## config.mk

```make
export PLATFORM = sky130hd
export DESIGN_NAME = cycle_sequencer
export DESIGN_NICKNAME = d
export VERILOG_FILES = /design/src/rtl/cycle_sequencer.sv
export SDC_FILE = /design/constraint.sdc
export NUM_CORES = 1
export LEC_CHECK = 0
export BUFFER_PORTS_ARGS = -buffer_cell sky130_fd_sc_hd__buf_2
export CAP_MARGIN = 20
export CORE_MARGIN = 1.5
export CORE_UTILIZATION = 53
export CTS_BUF_LIST = sky130_fd_sc_hd__clkbuf_4 sky130_fd_sc_hd__clkbuf_8 sky130_fd_sc_hd__clkbuf_16
export CTS_CLUSTER_DIAMETER = 120
export CTS_CLUSTER_SIZE = 14
export DETAILED_ROUTE_END_ITERATION = 10
export PLACE_DENSITY_LB_ADDON = 0.1
export SLEW_MARGIN = 20
export SYNTH_ARGS = -nofsm -noshare
export SYNTH_HDL_FRONTEND = slang
export SYNTH_SLANG_ARGS = --single-unit
export TNS_END_PERCENT = 100
```

## constraint.sdc

```tcl
create_clock -name clk -period 2.5 [get_ports clk]
set_input_delay 0.625 -clock clk [delete_from_list [all_inputs] [get_ports clk]]
set_output_delay 0.625 -clock clk [all_outputs]
set_load 0.01 [all_outputs]
```

## src/rtl/cycle_sequencer.sv

```systemverilog
// Multi-cycle instruction phase sequencer (IF/ID/EX/MEM/WB) with retired-instruction counter.
// Optional MEM_WAIT_EN adds a mem_ready port that stalls IF and MEM until memory responds.

`ifndef OPCODE
`define OPCODE 6
`endif
`ifndef STATE_LEN
`define STATE_LEN 3
`endif
`ifndef OP_R_TYPE
`define OP_R_TYPE 6'b000000
`endif
`ifndef OP_J
`define OP_J 6'b000010
`endif
`ifndef OP_BEQ
`define OP_BEQ 6'b000100
`endif
`ifndef OP_ADDI
`define OP_ADDI 6'b001000
`endif
`ifndef OP_ORI
`define OP_ORI 6'b001101
`endif
`ifndef OP_LW
`define OP_LW 6'b100011
`endif
`ifndef OP_SW
`define OP_SW 6'b101011
`endif

// state | meaning
// IF    | fetch: load IR, read memory, PC+4
// ID    | decode: latch opcode, retire j, flag illegal opcodes
// EX    | execute: resolve beq, route ALU ops to WB and loads/stores to MEM
// MEM   | data access: lw reads, sw writes and retires
// WB    | register write-back and retire
module cycle_sequencer #(
    parameter int CNT_W = 32
) (
    input  logic                  clk,
    input  logic                  rst,
    input  logic [`OPCODE-1:0]    opcode,
    input  logic                  zero,
`ifdef MEM_WAIT_EN
    input  logic                  mem_ready,
`endif
    output logic [`STATE_LEN-1:0] state,
    output logic                  ir_write_en,
    output logic                  pc_write_en,
    output logic                  mem_read_en,
    output logic                  mem_write_en,
    output logic                  reg_write_en,
    output logic                  instr_done,
    output logic                  illegal_op,
    output logic [CNT_W-1:0]      instr_cnt
);

    typedef enum logic [`STATE_LEN-1:0] {
        S_IF  = 3'd0,
        S_ID  = 3'd1,
        S_EX  = 3'd2,
        S_MEM = 3'd3,
        S_WB  = 3'd4
    } state_t;

    state_t             cur;
    state_t             nxt;
    logic [`OPCODE-1:0] op_q;
    logic               mem_go;

`ifdef MEM_WAIT_EN
    assign mem_go = mem_ready;
`else
    assign mem_go = 1'b1;
`endif

    assign state = cur;

    always_comb begin
        nxt          = S_IF;
        ir_write_en  = 1'b0;
        pc_write_en  = 1'b0;
        mem_read_en  = 1'b0;
        mem_write_en = 1'b0;
        reg_write_en = 1'b0;
        instr_done   = 1'b0;
        illegal_op   = 1'b0;
        case (cur)
            S_IF: begin
                // IR load and read stay asserted through a stall; PC advances only once
                ir_write_en = 1'b1;
                mem_read_en = 1'b1;
                pc_write_en = mem_go;
                nxt         = mem_go ? S_ID : S_IF;
            end
            S_ID: begin
                case (opcode)
                    `OP_J: begin
                        pc_write_en = 1'b1;
                        instr_done  = 1'b1;
                        nxt         = S_IF;
                    end
                    `OP_R_TYPE, `OP_ADDI, `OP_ORI, `OP_BEQ, `OP_LW, `OP_SW:
                        nxt = S_EX;
                    default: begin
                        illegal_op = 1'b1;
                        nxt        = S_IF;
                    end
                endcase
            end
            S_EX: begin
                case (op_q)
                    `OP_BEQ: begin
                        pc_write_en = zero;
                        instr_done  = 1'b1;
                        nxt         = S_IF;
                    end
                    `OP_LW, `OP_SW: nxt = S_MEM;
                    default:        nxt = S_WB;
                endcase
            end
            S_MEM: begin
                if (op_q == `OP_SW) begin
                    mem_write_en = 1'b1;
                    instr_done   = mem_go;
                    nxt          = mem_go ? S_IF : S_MEM;
                end else begin
                    mem_read_en = 1'b1;
                    nxt         = mem_go ? S_WB : S_MEM;
                end
            end
            S_WB: begin
                reg_write_en = 1'b1;
                instr_done   = 1'b1;
                nxt          = S_IF;
            end
            default: nxt = S_IF;
        endcase
    end

    always_ff @(posedge clk or posedge rst) begin
        if (rst) begin
            cur       <= S_IF;
            op_q      <= '0;
            instr_cnt <= '0;
        end else begin
            cur <= nxt;
            if (cur == S_ID)
                op_q <= opcode;
            if (instr_done)
                instr_cnt <= instr_cnt + CNT_W'(1);
        end
    end

endmodule
```

==> results.md, run 1 <==
- Sequential share of the synthesized area: 0.490
- Simple-gate share of the synthesized area: 0.252
- Clk sinks: 41
- Clk_lat worst skew: 0.30 ns
- DRT Pass-1 Iters: 5
- # rows: 22
- Status: finished, final reports clean
- Maxcap violations: 0
- Post-synthesis mux area share: 0.0376
- Post-synthesis cell type count: 36
- Die height: 65.9 um
- Synth Instances: 201
- First DRT Iteration DRCs: 142
- Placed instance area: 0.00241 mm2
- Post-synthesis xor/xnor area fraction: 0.130
- Post-route cell area: 0.00258 mm2
- Number of routed nets with antenna violations: 0
- Min cycle time layout: 2.46 ns
- RSZ-0062 raised after global routing: yes
- GR Overflow Total: 0
- Antenna diodes: 0
- Mapped Area: 0.00210 mm2
- Flop pwr share: 0.449
- Largest net degree at the start of global routing: 42
- HP Class: in -> async
- Clk pin slew, worst setup/hold paths: 0.07 ns
- Total GRT Usage: 0.236
- CP Data Arrival Time: 1.84 ns
- Comb power frac: 0.259
- Setup crit start kind: flop
- Wire per inst: 14.6 um
- Dpl hpwl: 3220 um
- Most used flip-flop cell after synthesis: dfrtp_1
- Hold Violations, Final: 0
- CP max stage cell: or4b_4
- Layout area overhead: 22.9%
- Core Area: 0.00372 mm2
- Required @ worst endpoint: 1.88 ns
- Top-Level Pins: 51
- Clock Skew: 0.0104 ns
- Layout cells sized above 1: 0.316
- Fillers: 306
- Adder-Cell Fraction of Synth Area: 0.00597
- Yosys reg bits: 41
- Max IR drop VDD: 0.581 mV
- Vias in the first global route: 1585
- Worst-path fanout max: 2
- CTS tree: yes
- Syn nets: 211
- Asr flop ratio synth: 1.00
- Root buffer cell: clkbuf_8
- Kind of critical path: reg -> out
- Cell Chain, Critical Path: or4b_4, nor4_4, buf_4, a21oi_2, nor2_1, buf_2
- Critical Path Max Stage Delay: 0.53 ns
- CTS Buffer Depth: 2
- Yosys top cell area share: 0.490
- Number of I/O port buffers: 50
- P_int: 1320 uW
- Upper clock frequency limit: 406 MHz
- Drt via density: 5.59
- First-pass GRT wire length: 7690 um
- Post-synthesis compound-gate area fraction: 0.0490
- CTS Hold Bufs: 0
- Synth top cells by count: 41 x dfrtp_1, 30 x xnor2_1, 19 x nand4_1
- Clock power share: 0.292
- NetSw: 597 uW
- Largest cells by area after synthesis: dfrtp_1 49%, xnor2_1 13%, nand4_1 5.7%, mux2_2 3.8%, nand3_1 3.3%
- Max_slew headroom: 0.563
- Final setup violation count: 0
- Post-synth EDFFs: 0
- Crit end category: output port
- Starting Density: 0.564
- LEAKAGE: 0.00118 uW
- Switching share of total power: 0.312
- Syn avg cell area: 10.4 um2
- Count leader, synth: dfrtp_1
- Buf+Inv Stages, Crit Path: 2
- DRC: 0
- Via Count: 1739
- Post-layout nets: 272
- Antenna violations before repair: 0
- Post-Route WL: 4550 um
- Clock buffer count from CTS: 5
- Ys Warns: 0
- # H-tree levels: 2
- Period utilization: 0.985
- Crit-path leading delay family: simple AND/OR/NAND/NOR gates
- Total power: 1910 uW
- Power per cell area: 743 mW/mm2
- Synth area leader: dfrtp_1
- GPL Wtd Cong: 0.831
- Slew Viols, Final: 0
- Die Footprint: 0.00434 mm2
- Setup TNS Final: 0 ns
- Least-Margin Pin Slew: 0.650 ns
- DIE WIDTH: 65.9 um
- Largest family of logic cells by synthesized area: simple AND/OR/NAND/NOR gates
==> area by class of cell <==
type,instances,area [um2],share of cell area
Timing Repair Buffer,61,339,0.132
Sequential cell,41,1030,0.398
Clock buffer,6,82.6,0.0321
Inverter,6,22.5,0.00874
Tap cell,48,60.1,0.0233
Clock inverter,2,37.5,0.0146
Multi-Input combinational cell,147,1010,0.391
==> worst paths after layout <==
| path | slack [ns] | cells after the start | start | endpoint |
|---|---|---|---|---|
| max in group asynchronous | 1.71 | 3 | rst | instr_cnt[26] |
| worst min-delay path | 0.44 | 3 | rst | op_q[0] |
| worst max register to register | 0.32 | 8 | state[0] | instr_cnt[7] |
| min in group clk | 0.47 | 1 | instr_cnt[31] | instr_cnt[31] |
| worst max-delay path | 0.04 | 6 | state[0] | pc_write_en |
| worst min register to register | 0.47 | 1 | instr_cnt[31] | instr_cnt[31] |
==> layout by cell type, fill, tap and decap left out, types with 7 or more instances in the layout <==
master	n
and3_1	9
buf_2	49
buf_4	11
dfrtp_1	41
mux2_2	7
nand2_1	18
nand3_1	14
nand4_1	19
nor3_1	11
xnor2_1	30
==> kinds of logic after synthesis <==
group,Yosys count
xor+xnor,31
mux,7
buf+inv,13
flops,41
fa+ha+maj,1
compound gates,14
simple gates,94
==> per-stage QoR <==
step	instances	hold slack (ns)	util	worst slack (ns)
2_1_floorplan	201	0.497	-	0.0768
3_3_place_gp	300	0.457	0.649	0.182
3_5_place_dp	300	0.461	0.649	0.185
4_1_cts	311	0.452	0.692	-0.0513
5_1_grt	311	0.479	0.693	-0.0193
6_report	311	0.437	0.693	0.0382
==> flip-flops by register name, summed over array words and instances (netlist names) <==
| register | cells |
|---|---|
| state | 3 |
| instr_cnt | 32 |
| op_q | 6 |
==> power by group through the flow <==
stage	Clock [uW]	Combinational (uW)	Sequential [uW]
global route	596	556	873
detailed placement	0	462	869
global placement	0	459	867
floorplan	0	310	865
finish	560	495	859
CTS	570	494	854
==> worst min-delay path, delay by kind of cell <==
kind	cells	cell delay, ns
buffers and inverters	3	0.56
==> layer usage <==
layer	global-route usage	vias to the layer above	routed length [um]
met1	0.328	824	2170
met3	0.0681	6	301
met2	0.352	55	2020
li1	-	854	-
met4	0.0781	0	59
met5	0	-	0
==> timing repair <==
item / 4_1_cts / 5_1_grt
resized for setup: 3 / 1
setup endpoints to repair: 1 / 4
setup buffers: 3 / 0
pin swaps: 4 / 1
endpoints found under the hold margin: 0 / 0
Power figures use the tool's default switching activity.
==> inputs of run 2 (changes only) <==
--- a/config.mk
+++ b/config.mk
@@ -7,12 +7,14 @@
 export LEC_CHECK = 0
 export BUFFER_PORTS_ARGS = -buffer_cell sky130_fd_sc_hd__buf_2
 export CAP_MARGIN = 20
-export CORE_MARGIN = 1.5
+export CORE_ASPECT_RATIO = 0.6
+export CORE_MARGIN = 2
 export CORE_UTILIZATION = 53
 export CTS_BUF_LIST = sky130_fd_sc_hd__clkbuf_4 sky130_fd_sc_hd__clkbuf_8 sky130_fd_sc_hd__clkbuf_16
 export CTS_CLUSTER_DIAMETER = 120
 export CTS_CLUSTER_SIZE = 14
 export DETAILED_ROUTE_END_ITERATION = 10
+export GPL_ROUTABILITY_DRIVEN = 0
 export PLACE_DENSITY_LB_ADDON = 0.1
 export SLEW_MARGIN = 20
 export SYNTH_ARGS = -nofsm -noshare
==> run 2 against run 1 <==
The flow now finishes with violations (setup timing). Sequential share of layout area is 0.40 points lower. Highest routed layer unchanged. Clock power is 14% higher. Final cell count is 0.32% higher. Combinational power is 4.0% higher. Utilization is 0.59 points higher. Die area is 3.4% higher. Via count is 0.46% lower. First-iteration DRC count is 9.9% higher. Critical path type unchanged. Global-route usage is 0.99 points higher. Critical endpoint is now instr_done. Critical path depth is 1 lower.
==> results.md, run 2 (synthesized netlist as in run 1, its figures left out) <==
- DRC: 0
- Post-Route WL: 4920 um
- Maxcap violations: 0
- Period utilization: 1.00
- DRT Pass-1 Iters: 4
- Kind of critical path: reg -> out
- LEAKAGE: 0.00120 uW
- Antenna violations before repair: 0
- Comb power frac: 0.257
- P_int: 1390 uW
- Max FFs per register: 32
- Met3 GRT Util: 0.0803
- Top-Level Pins: 51
- Number of I/O port buffers: 50
- Flop pwr share: 0.426
- Starting Density: 0.563
- First-pass GRT wire length: 8250 um
- GR Overflow Total: 0
- Drt via density: 5.55
- Layout cells sized above 1: 0.317
- Final setup margin: -0.00129 ns
- Placed instance area: 0.00241 mm2
- Met2 usage: 0.327
- Crit end category: output port
- CP Data Arrival Time: 1.88 ns
- Max_slew headroom: 0.476
- Most flop-heavy register: instr_cnt
- Least-Margin Pin Slew: 0.779 ns
- Clk sinks: 41
- DIE WIDTH: 85.2 um
- Hold Violations, Final: 0
- First DRT Iteration DRCs: 156
- Min cycle time layout: 2.50 ns
- Commonest non-fill, non-tap cell in the layout: buf_2
- RSZ-0062 raised after global routing: yes
- CTS tree: yes
- Max IR drop VDD: 0.676 mV
- Antenna diodes: 0
- Final setup violation count: 2
- Root buffer cell: clkbuf_8
- Clock Skew: 0.00999 ns
- Post-route cell area: 0.00260 mm2
- Met1 usage: 0.370
- Setup crit start kind: flop
- Die Footprint: 0.00449 mm2
- Largest net degree at the start of global routing: 42
- Required @ worst endpoint: 1.88 ns
- Failing checks: setup timing
- Clk pin slew, worst setup/hold paths: 0.09 ns
- Clk_lat worst skew: 0.30 ns
- CTS Buffer Depth: 2
- Status: finished with violations
- Commonest cells after routing, fill and taps aside: 49 x buf_2, 41 x dfrtp_1, 30 x xnor2_1, 19 x nand4_1, 18 x nand2_1
- Clock power share: 0.317
- NetSw: 611 uW
- Number of routed nets with antenna violations: 0
- R2R cell count: 8
- Global routing's busiest layer: met1
- Via Count: 1731
- Slew Viols, Final: 0
- Core Area: 0.00372 mm2
- Switching share of total power: 0.305
- Upper clock frequency limit: 400 MHz
- # rows: 17
- Vias in the first global route: 1606
- Post-Place Setup Slack: 0.0894 ns
- Post-layout nets: 274
- # H-tree levels: 2
- Fillers: 301
- Die height: 52.7 um
- Worst-path fanout max: 2
- Layout area overhead: 24.2%
- Clock buffer count from CTS: 5
- Power per cell area: 771 mW/mm2
- Total GRT Usage: 0.245
- HP Class: in -> async
- Wire per inst: 15.8 um
- Core Util, Final: 0.699
- Dpl hpwl: 3460 um
## run 2: cell count changes in the layout (fill, tap and decap cells not counted), sizes merged
cell	before	now
clkinv	0	1
clkbuf	6	5
buf	61	63
clkinvlp	1	0
bufinv	1	2
## run 2: timing repair
action | in CTS | in global routing
buffers inserted | 3 | 2
pin swaps | 4 | 1
endpoints found under the setup margin | 1 | 2
resized for setup | 2 | 2
hold buffers | 0 | 0
## run 2: layout make-up
type                            instances  area, um2  area share
Tap cell                               47       58.8      0.0226
Inverter                                6       22.5     0.00865
Clock inverter                          3       65.1      0.0250
Clock buffer                            5       68.8      0.0264
Sequential cell                        41       1030       0.394
Multi-Input combinational cell        147       1000       0.386
Timing Repair Buffer                   63        358       0.137
## run 2: through the flow
step	total power, uW	setup TNS, ns	hold slack [ns]	std cells
4_1_cts	2000	-0.157	0.451	310
3_3_place_gp	1330	0	0.460	299
5_1_grt	2110	-0.161	0.484	312
3_5_place_dp	1340	0	0.458	299
2_1_floorplan	1170	0	0.497	201
6_report	2010	-0.00178	0.431	312
## run 2: power groups by stage
stage	Combinational, uW	Sequential (uW)	Clock [uW]
6_report	515	855	636
3_5_place_dp	470	873	0
5_1_grt	566	872	670
4_1_cts	504	855	644
2_1_floorplan	310	865	0
3_3_place_gp	465	870	0
## run 2: worst paths after layout
check | from | slack (ns) | to
worst max-delay path | op_q[3] | -0.001 | instr_done
worst max register to register | op_q[3] | 0.17 | instr_cnt[1]
min in group clk | instr_cnt[31] | 0.47 | instr_cnt[31]
worst min register to register | instr_cnt[31] | 0.47 | instr_cnt[31]
worst min-delay path | rst | 0.43 | instr_cnt[12]
max in group asynchronous | rst | 1.70 | op_q[4]
## run 2: critical path: stages, from the launching register on
cell	delay, ns
dfrtp_1	0.39
or4b_4	0.55
nor4_4	0.22
a31oi_2	0.09
o21ai_4	0.20
buf_6	0.13
## run 2: metal layers
metal  vias to the layer above  routed length, um
li1                        852                  -
met1                       798               2580
met2                        71               1890
met3                        10                372
met4                         0                 77
met5                         -                  0
==> inputs of run 3 (changes only) <==
--- a/config.mk
+++ b/config.mk
@@ -15,7 +15,7 @@
 export CTS_CLUSTER_SIZE = 14
 export DETAILED_ROUTE_END_ITERATION = 10
 export GPL_ROUTABILITY_DRIVEN = 0
-export PLACE_DENSITY_LB_ADDON = 0.1
+export PLACE_DENSITY = 0.83
 export SLEW_MARGIN = 20
 export SYNTH_ARGS = -nofsm -noshare
 export SYNTH_HDL_FRONTEND = slang
==> constraint.sdc (replaced) <==
create_clock -name clk -period 2.8 [get_ports clk]
set_input_delay 0.7 -clock clk [delete_from_list [all_inputs] [get_ports clk]]
set_output_delay 0.7 -clock clk [all_outputs]
set_load 0.01 [all_outputs]
==> run 3 against run 2 <==
The flow now finishes without violations. Via count down 1.2%. Wire length down 10%. Clock skew about the same. Flip-flop and latch count unchanged. Final area down 3.3%. Final cell count down 2.2%. Count of clock-buffer cells in the layout up 2. Clock power down 22%. Register-to-register slack better by 0.31 ns. Sequential share of layout area up 1.4 points. Die area unchanged. Critical endpoint unchanged.
==> results.md, run 3 (synthesized netlist as in run 1, its figures left out) <==
- R2R setup slack: 0.48 ns
- CTS Hold Bufs: 0
- Most flop-heavy register: instr_cnt
- Clock Skew: 0.00994 ns
- Setup TNS Final: 0 ns
- CTS Buffer Depth: 2
- # resized after CTS: 0
- Top-Level Pins: 51
- Final setup violation count: 0
- Dpl hpwl: 3180 um
- Layout area overhead: 20.1%
- Largest net degree at the start of global routing: 42
- # H-tree levels: 2
- Hold wc startpoint: instr_cnt[31]
- Max_slew headroom: 0.551
- Met1 usage: 0.320
- Status: finished, final reports clean
- # rows: 17
- Worst-path fanout max: 5
- Die Footprint: 0.00449 mm2
- Number of routed nets with antenna violations: 0
- Commonest non-fill, non-tap cell in the layout: buf_2
- Maxcap violations: 0
- Global routing's busiest layer: met1
- Wire per inst: 14.5 um
- Met3 GRT Util: 0.0504
- Upper clock frequency limit: 376 MHz
- First-pass GRT wire length: 7040 um
- Buf+Inv Stages, Crit Path: 1
- Power per cell area: 664 mW/mm2
- Antenna diodes: 0
- Max IR drop VDD: 0.417 mV
- CP Data Arrival Time: 1.96 ns
- CP max stage cell: or4b_4
- Drt via density: 5.61
- Reg-to-reg endpoint: instr_cnt[1]
- DRC: 0
- Post-Route WL: 4430 um
- Post-layout nets: 267
- Core Area: 0.00372 mm2
- Kind of critical path: reg -> out
- Hold Violations, Final: 0
- Layout cells sized above 1: 0.291
- Met2 usage: 0.290
- HP Class: reg -> reg
- Number of I/O port buffers: 50
- Critical Path Max Stage Delay: 0.55 ns
- First DRT Iteration DRCs: 121
- Least-Margin Pin Slew: 0.667 ns
- Hold WS: 0.480 ns
- Setup Fix Bufs, Post-CTS: 0
- R2R cell count: 6
- Clk_lat worst skew: 0.30 ns
- Slew Viols, Final: 0
- DRT Pass-1 Iters: 4
- Commonest cells after routing, fill and taps aside: 50 x buf_2, 41 x dfrtp_1, 30 x xnor2_1, 19 x nand4_1, 18 x nand2_1
- Required @ worst endpoint: 2.10 ns
- RSZ-0062 raised after global routing: no
- Max FFs per register: 32
- Fillers: 290
- DIE WIDTH: 85.2 um
- Antenna violations before repair: 0
- Via Count: 1711
- Reg-to-Reg Start: op_q[3]
- Levels on crit path: 5
- Hold path depth: 1
- Vias in the first global route: 1463
- Crit-path leading delay family: simple AND/OR/NAND/NOR gates
- Die height: 52.7 um
- Starting Density: 0.563
- Setup crit start kind: flop
- Cell Chain, Critical Path: or4b_4, nor4_4, a31oi_1, o21ai_4, buf_2
- GR Overflow Total: 0
- Clock buffer count from CTS: 5
- Crit end category: output port
- Hold path endpoint: instr_cnt[31]
- Min cycle time layout: 2.66 ns
- Total GRT Usage: 0.209
- Period utilization: 0.949
- Root buffer cell: clkbuf_8
- CTS tree: yes
- Clk sinks: 41
- Clk pin slew, worst setup/hold paths: 0.07 ns
- LEAKAGE: 0.00115 uW
==> run 3: through the flow <==
step	cell area, um2	worst slack [ns]	std cells	utilization	total power (uW)
floorplan	2100	0.302	201	-	1050
global placement	2400	0.290	297	0.644	1170
detailed placement	2400	0.305	297	0.644	1180
CTS	2520	0.142	305	0.676	1680
global route	2520	0.0674	305	0.676	1750
finish	2520	0.143	305	0.676	1670
==> run 3: layout make-up <==
class | instances | area [um2] | area share
Timing Repair Buffer | 56 | 295 | 0.117
Clock inverter | 1 | 30.0 | 0.0119
Multi-Input combinational cell | 147 | 993 | 0.395
Inverter | 6 | 22.5 | 0.00895
Clock buffer | 7 | 90.1 | 0.0358
Tap cell | 47 | 58.8 | 0.0234
Sequential cell | 41 | 1030 | 0.408
==> run 3: power by group <==
| group | switching [uW] | leakage [uW] | internal (uW) |
|---|---|---|---|
| clock | 198 | 0.0000619 | 300 |
| combinational | 209 | 0.000544 | 198 |
| sequential | 93.7 | 0.000545 | 672 |
==> run 3: worst max-delay path by stage <==
| stage | slack [ns] | startpoint | endpoint |
|---|---|---|---|
| 2_1_floorplan | 0.30 | state[0] | instr_done |
| 3_5_place_dp | 0.31 | opcode[5] | instr_done |
| 6_report | 0.14 | op_q[3] | instr_done |
| 5_1_grt | 0.07 | op_q[3] | instr_done |
| 3_3_place_gp | 0.29 | opcode[5] | instr_done |
| 4_1_cts | 0.14 | op_q[3] | instr_done |
==> run 3: metal layers <==
metal / share of wire / up-vias
met5: 0 / -
met4: 0.011 / 0
met3: 0.078 / 6
met2: 0.41 / 67
met1: 0.50 / 801
li1: - / 837
